### src/rtl/alu_pkg.sv
// Shared ALU definitions: operation encodings, the flag bundle and a flag builder.
package alu_pkg;

  localparam logic [2:0] OP_ADD = 3'b000;
  localparam logic [2:0] OP_SRL = 3'b001;
  localparam logic [2:0] OP_XOR = 3'b010;
  localparam logic [2:0] OP_AND = 3'b011;
  localparam logic [2:0] OP_ROL = 3'b100;
  localparam logic [2:0] OP_SLL = 3'b101;
  localparam logic [2:0] OP_ROR = 3'b110;
  localparam logic [2:0] OP_SRA = 3'b111;

  typedef struct packed {
    logic ofl;
    logic zf;
    logic gzf;
    logic lzf;
    logic nezf;
  } alu_flags_t;

  localparam alu_flags_t FLAGS_RESET = '{ofl: 1'b0, zf: 1'b1, gzf: 1'b0, lzf: 1'b0, nezf: 1'b0};

  function automatic alu_flags_t mk_flags(input logic ofl, input logic zero, input logic msb);
    alu_flags_t f;
    f.ofl  = ofl;
    f.zf   = zero;
    f.nezf = !zero;
    f.lzf  = msb;
    f.gzf  = !msb && !zero;
    return f;
  endfunction

endpackage

### src/rtl/alu_shift_unit.sv
// Combinational shifter/rotator for ROL, SLL, ROR, SRA (on a') and SRL (on the raw operands).
module alu_shift_unit
  import alu_pkg::*;
#(
  parameter int WIDTH = 16,
  parameter int SHW   = $clog2(WIDTH)
) (
  input  logic [2:0]       i_op,
  input  logic [WIDTH-1:0] i_a,
  input  logic [WIDTH-1:0] i_a_raw,
  input  logic [SHW-1:0]   i_sh,
  input  logic [SHW-1:0]   i_sh_raw,
  output logic [WIDTH-1:0] o_y
);

  logic [2*WIDTH-1:0] w_rol;
  logic [2*WIDTH-1:0] w_ror;

  // Rotates via a doubled operand: the upper/lower half of the shifted pair is the rotated word.
  always_comb begin
    w_rol = {i_a, i_a} << i_sh;
    w_ror = {i_a, i_a} >> i_sh;
    case (i_op)
      OP_ROL:  o_y = w_rol[2*WIDTH-1:WIDTH];
      OP_SLL:  o_y = i_a << i_sh;
      OP_ROR:  o_y = w_ror[WIDTH-1:0];
      OP_SRA:  o_y = $signed(i_a) >>> i_sh;
      OP_SRL:  o_y = i_a_raw >> i_sh_raw;
      default: o_y = '0;
    endcase
  end

endmodule

### src/rtl/alu_pipelined.sv
// Two-stage valid/ready ALU. Optional sticky overflow flag with ofl_clr/ofl_sticky
// ports when ALU_PIPELINED_STICKY_OFL_EN is defined.
module alu_pipelined
  import alu_pkg::*;
#(
  parameter int WIDTH = 16,
  parameter int SHW   = $clog2(WIDTH)
) (
  input  logic             clk,
  input  logic             rst,
  input  logic             in_valid,
  output logic             in_ready,
  input  logic [WIDTH-1:0] a,
  input  logic [WIDTH-1:0] b,
  input  logic [2:0]       op,
  input  logic             cin,
  input  logic             inv_a,
  input  logic             inv_b,
  input  logic             sign,
  output logic             out_valid,
  input  logic             out_ready,
  output logic [WIDTH-1:0] result,
  output logic             ofl,
  output logic             zf,
  output logic             gzf,
  output logic             lzf,
  output logic             nezf
`ifdef ALU_PIPELINED_STICKY_OFL_EN
  ,
  input  logic             ofl_clr,
  output logic             ofl_sticky
`endif
);

  logic             r_s1_valid;
  logic [WIDTH-1:0] r_s1_a;
  logic [WIDTH-1:0] r_s1_b;
  logic [2:0]       r_s1_op;
  logic             r_s1_cin;
  logic             r_s1_sign;
  logic             r_s1_inv_a;
  logic             r_s1_inv_b;

  logic             r_s2_valid;
  logic [WIDTH-1:0] r_s2_result;
  alu_flags_t       r_s2_flags;

  logic             w_s2_load;
  logic             w_s1_load;
  logic [WIDTH-1:0] w_a_raw;
  logic [WIDTH-1:0] w_b_raw;
  logic [WIDTH:0]   w_sum;
  logic [WIDTH-1:0] w_shift;
  logic [WIDTH-1:0] w_result;
  logic             w_ofl;
  alu_flags_t       w_flags;

  assign w_s2_load = !r_s2_valid || out_ready;
  assign w_s1_load = !r_s1_valid || w_s2_load;
  assign in_ready  = w_s1_load;

  always_ff @(posedge clk) begin
    if (rst) begin
      r_s1_valid <= 1'b0;
      r_s1_a     <= '0;
      r_s1_b     <= '0;
      r_s1_op    <= OP_ADD;
      r_s1_cin   <= 1'b0;
      r_s1_sign  <= 1'b0;
      r_s1_inv_a <= 1'b0;
      r_s1_inv_b <= 1'b0;
    end else if (w_s1_load) begin
      r_s1_valid <= in_valid;
      if (in_valid) begin
        r_s1_a     <= inv_a ? ~a : a;
        r_s1_b     <= inv_b ? ~b : b;
        r_s1_op    <= op;
        r_s1_cin   <= cin;
        r_s1_sign  <= sign;
        r_s1_inv_a <= inv_a;
        r_s1_inv_b <= inv_b;
      end
    end
  end

  // SRL works on the untransformed operands, so undo the stored inversions.
  assign w_a_raw = r_s1_inv_a ? ~r_s1_a : r_s1_a;
  assign w_b_raw = r_s1_inv_b ? ~r_s1_b : r_s1_b;
  assign w_sum   = {1'b0, r_s1_a} + {1'b0, r_s1_b} + {{WIDTH{1'b0}}, r_s1_cin};

  alu_shift_unit #(.WIDTH(WIDTH), .SHW(SHW)) u_shift (
    .i_op     (r_s1_op),
    .i_a      (r_s1_a),
    .i_a_raw  (w_a_raw),
    .i_sh     (r_s1_b[SHW-1:0]),
    .i_sh_raw (w_b_raw[SHW-1:0]),
    .o_y      (w_shift)
  );

  always_comb begin
    w_ofl = 1'b0;
    case (r_s1_op)
      OP_ADD: begin
        w_result = w_sum[WIDTH-1:0];
        w_ofl    = r_s1_sign
                 ? (r_s1_a[WIDTH-1] == r_s1_b[WIDTH-1]) && (w_sum[WIDTH-1] != r_s1_a[WIDTH-1])
                 : w_sum[WIDTH];
      end
      OP_XOR:  w_result = r_s1_a ^ r_s1_b;
      OP_AND:  w_result = r_s1_a & r_s1_b;
      default: w_result = w_shift;
    endcase
    w_flags = mk_flags(w_ofl, w_result == '0, w_result[WIDTH-1]);
  end

  always_ff @(posedge clk) begin
    if (rst) begin
      r_s2_valid  <= 1'b0;
      r_s2_result <= '0;
      r_s2_flags  <= FLAGS_RESET;
    end else if (w_s2_load) begin
      r_s2_valid <= r_s1_valid;
      if (r_s1_valid) begin
        r_s2_result <= w_result;
        r_s2_flags  <= w_flags;
      end
    end
  end

  assign out_valid = r_s2_valid;
  assign result    = r_s2_result;
  assign ofl       = r_s2_flags.ofl;
  assign zf        = r_s2_flags.zf;
  assign gzf       = r_s2_flags.gzf;
  assign lzf       = r_s2_flags.lzf;
  assign nezf      = r_s2_flags.nezf;

`ifdef ALU_PIPELINED_STICKY_OFL_EN
  logic r_ofl_sticky;

  // Setting on an overflowing output transfer takes priority over ofl_clr.
  always_ff @(posedge clk) begin
    if (rst)                                 r_ofl_sticky <= 1'b0;
    else if (out_valid && out_ready && ofl)  r_ofl_sticky <= 1'b1;
    else if (ofl_clr)                        r_ofl_sticky <= 1'b0;
  end

  assign ofl_sticky = r_ofl_sticky;
`endif

endmodule

### config.mk
export PLATFORM = sky130hd
export DESIGN_NAME = alu_pipelined
export DESIGN_NICKNAME = d
export VERILOG_FILES = /design/src/rtl/alu_pkg.sv /design/src/rtl/alu_shift_unit.sv /design/src/rtl/alu_pipelined.sv
export SDC_FILE = /design/constraint.sdc
export NUM_CORES = 1
export LEC_CHECK = 0
export ABC_AREA = 1
export CORE_ASPECT_RATIO = 0.5
export CORE_MARGIN = 10
export CORE_UTILIZATION = 65
export DETAILED_ROUTE_END_ITERATION = 8
export DONT_BUFFER_PORTS = 1
export GPL_ROUTABILITY_DRIVEN = 0
export PLACE_DENSITY = 0.8
export SLEW_MARGIN = 20
export SYNTH_ARGS = -nofsm -noshare
export SYNTH_HDL_FRONTEND = slang
export SYNTH_SLANG_ARGS = --single-unit
### constraint.sdc
create_clock -name clk -period 3 [get_ports clk]
set_input_delay 0.6 -clock clk [delete_from_list [all_inputs] [get_ports clk]]
set_output_delay 0.6 -clock clk [all_outputs]
set_load 0.05 [all_outputs]
==> reports/results.txt <==
The flow ran to the end, but the final reports show violations. The checks that failed: DRC. Net switching is 43.7% of the power. Based on the critical path, the design can be clocked at up to 359 MHz. Summed over all layers, the routed wires come to 24700 microns. The number of antenna violations at the first check in global routing is 0, and the number of optimization iterations in the first detailed-route pass is 9. Compared with the post-synthesis result, the final layout area differs by 4.66%. Dividing total power by cell area gives a power density of 490 nW/um^2. The number of global-route vias before repair was 7751; the post-route cell area was 7270 sq um. Summing all placed instances gives a cell area of 6960 sq um. In this run the remaining antenna-violating nets after routing total 0. The tools report the clock sink count as 61.

Cell leakage power: 3.65 nW. The clock tree synthesis step divided the H-tree into 3 levels. Counting the fill cells in the layout gives 933.

The library cell used as clock root buffer is sky130_fd_sc_hd__clkbuf_16. The endpoint required time on the critical path is 3.23 ns, and the global-route wire length before repair is 39900 microns. The worst-case vdd ir drop was 0.452 mV; the setup violation total in the final timing report was 0.

The worst-skew pair later-pin latency was 0.33 ns; the area inside the core boundary was 10300 sq um. The share of total power dissipated in combinational logic is 40.5%. Counting I/O delays and the setup requirement, the final critical path takes 2.79 ns. Internal cell power: 2.01 mW. The worst path meets setup with 0.214 ns of slack. During synthesis, Yosys emitted a total of 0 warnings. The clock network burns 30.0% of the power. For the hold violation count in the final report, the log shows 0.

In this run the horizontal extent of the chip is 166 microns. The portion of total power attributed to sequential cells was 29.5%; the area enclosed by the die boundary was 15500 sq um. After layout, the worst path uses 92.9% of the clock period.

The critical path in this run is classified as flip-flop to flip-flop. Between clock sinks in the finished design, the worst skew comes to 0.00823 ns. The number of hold buffers added after CTS was 0. The number of vias per cell after detailed routing is 6.35, and the number of design-rule violations left by the first detailed-router iteration is 1604.

The run gives 1249 as the count of mapped cells out of synthesis. The tools report the synthesized netlist net count as 1311. TritonCTS built the clock tree. STA classifies the critical path startpoint as a flip-flop. The tightest min-delay check is of the primary input to flip-flop type.

Global routing finished with a remaining overflow of 0. Entering global routing, the biggest net connects 53 pins. After clock tree synthesis, the clock-pin slew on the worst setup and hold paths is 0.06 ns. The kind of end point of the critical path was a flip-flop. The final route contains 8666 vias.

The y dimension of the die is 93.1 microns. The analysis attributes to net switching a power of 1.56 mW. For the cell area after synthesis, the log shows 6950 sq um.

Setup repair after global routing left no endpoint under its margin. In this run the core area contains 26 standard-cell rows. The flop and latch count out of synthesis is 61, and the number of buffers on the longest clock path is 2. The logs give 1 for the residual DRC count and 18900 microns for the half-perimeter wire length of the detailed placement result.

In the final routed layout, each cell accounts on average for 18.1 microns. The logs give 17.6% for the part of the Yosys area used for sequential elements and 0.310 ns for the post-placement setup slack. The number of slew-limit violations in the final report came out at 0. The tools report the total routing resource utilization after global routing as 30.8%.

In this run, distinct cell masters in the synthesized netlist total 43. The run gives 3.01 ns as the arrival time reported for the critical path endpoint. Setup total negative slack on the finished layout was measured at 0 ns. The repair_antennas step left the layout with diodes totalling 0.

In this run the tightest slew margin relative to its limit is 32.0%. The number of maximum-capacitance violations was 0. The synthesized area per cell was 5.56 sq um. The largest fanout on the critical path works out to 10. The number of buffer cells added on primary ports was 0. The I/O pin count is 66, and the initial cell density of the core is 67.4%.

The share of cells above drive strength 1 works out to 6.54%. The number of clock buffers added by TritonCTS is 9. For the pin with the worst max-slew slack, the measured transition is 1.02 ns. The tools report the net total in the final layout as 1281.
[path summary, 6_finish.rpt]
check / startpoint / end / slack, ns / cells after the start
hold / removal: rst / ofl / 0.33 / 1
hold reg to reg: r_s1_cin / r_s1_cin / 0.52 / 2
setup / recovery: r_s1_op[0] / zf / 0.21 / 19
setup reg to reg: r_s1_op[0] / zf / 0.21 / 19
[synthesized netlist by cell type (all sizes together)]
master	n	area, sq um
o21bai	1	7.51
a221oi	9	78.8
o21a	1	7.51
or2	3	18.8
fa	2	40.0
nand4	6	37.5
clkbuf	23	86.3
nor3	5	36.3
ha	17	213
o31ai	1	7.51
xnor2	17	164
inv	80	300
nand2	457	1770
a21oi	81	409
nand3b	3	22.5
nand3	258	1310
a22oi	5	37.5
xor2	21	191
buf	45	282
o21ai	73	369
clkinv	4	15.0
dfxtp	61	1220
o211ai	2	15.0
and2	2	12.5
o311ai	2	17.5
nor2	70	280
[cell type report]
class / count / area (sq um) / area share, %
repair buffers: 27 / 206 / 2.84
flip-flops and latches: 61 / 1220 / 16.8
inverters: 84 / 315 / 4.34
clock buffers: 10 / 239 / 3.29
well taps: 140 / 175 / 2.41
multi-input cells: 1036 / 5040 / 69.4
clock inverters: 6 / 70.1 / 0.963
[worst max-delay path, stage by stage, from the launching register on]
cell and delay, ns:
sky130_fd_sc_hd__dfxtp_1 0.53, sky130_fd_sc_hd__nand2_1 0.24, sky130_fd_sc_hd__nor2_4 0.32, sky130_fd_sc_hd__inv_2 0.07, sky130_fd_sc_hd__nor2_2 0.18, sky130_fd_sc_hd__nor2_1 0.09, sky130_fd_sc_hd__clkinv_1 0.08, sky130_fd_sc_hd__a21oi_1 0.05
sky130_fd_sc_hd__nand3_1 0.08, sky130_fd_sc_hd__nand2_1 0.11, sky130_fd_sc_hd__nand2_1 0.17, sky130_fd_sc_hd__nand2_1 0.12, sky130_fd_sc_hd__nand2_1 0.09, sky130_fd_sc_hd__clkinv_1 0.05, sky130_fd_sc_hd__nand2_1 0.07, sky130_fd_sc_hd__nor2_1 0.05
sky130_fd_sc_hd__nand2_1 0.12, sky130_fd_sc_hd__nand2_2 0.08, sky130_fd_sc_hd__o21ai_2 0.09, sky130_fd_sc_hd__nand2_2 0.05
[layer usage]
| metal | track usage [%] | routed length (microns) | up-vias | share of wire, % |
|---|---|---|---|---|
| met2 | 46.6 | 9940 | 653 | 40 |
| met4 | 12.1 | 895 | 0 | 3.6 |
| li1 | - | - | 4071 | - |
| met5 | 0 | 0 | - | 0 |
| met3 | 11.4 | 4320 | 106 | 17 |
| met1 | 39.3 | 9530 | 3836 | 39 |
[cell families (layout without fill, tap and decap cells)]
logic type / Yosys count / in the layout / share of synthesized area [%]
simple gates: 804 / 804 / 50.2
compound gates: 175 / 175 / 13.7
buf+inv: 152 / 127 / 9.83
flops: 61 / 61 / 17.6
xor+xnor: 38 / 38 / 5.11
fa+ha+maj: 19 / 19 / 3.64
[power groups by stage]
stage                     sequential (mW)  clock (mW)  combinational (mW)
after floorplan                      1.01           0                1.10
after global placement               1.06           0                1.35
after detailed placement             1.06           0                1.36
after CTS                            1.04        1.07                1.37
after global routing                 1.06        1.11                1.60
final                                1.05        1.07                1.44
[state kept, by name (all words and copies together), names as in the netlist, 3 cells and up]
register / flops
result: 16
r_s1_b: 16
r_s1_op: 3
r_s1_a: 16
[layout by cell type, fill, tap and decap left out, types with 11 or more instances in the layout]
cell type / n
sky130_fd_sc_hd__a21oi_1: 80
sky130_fd_sc_hd__dfxtp_1: 60
sky130_fd_sc_hd__xor2_1: 20
sky130_fd_sc_hd__ha_1: 17
sky130_fd_sc_hd__nand2_1: 442
sky130_fd_sc_hd__o21ai_0: 70
sky130_fd_sc_hd__inv_1: 73
sky130_fd_sc_hd__buf_4: 26
sky130_fd_sc_hd__xnor2_1: 15
sky130_fd_sc_hd__nand2_2: 11
sky130_fd_sc_hd__nand3_1: 255
sky130_fd_sc_hd__nor2_1: 67
[stage by stage]
step	power (mW)	std cells	utilization, %	hold WS [ns]
2_1_floorplan	2.11	1249	-	0.473
3_3_place_gp	2.41	1348	67.5	0.496
3_5_place_dp	2.43	1348	67.5	0.506
4_1_cts	3.49	1364	70.5	0.325
5_1_grt	3.76	1364	70.5	0.327
6_report	3.56	1364	70.5	0.328
[what timing repair did]
item / in CTS / in global routing
gates resized for setup: 0 / 2
setup endpoints to repair: 0 / 3
buffers inserted: 0 / 0
Note: power is estimated with default switching activity, not from simulation.
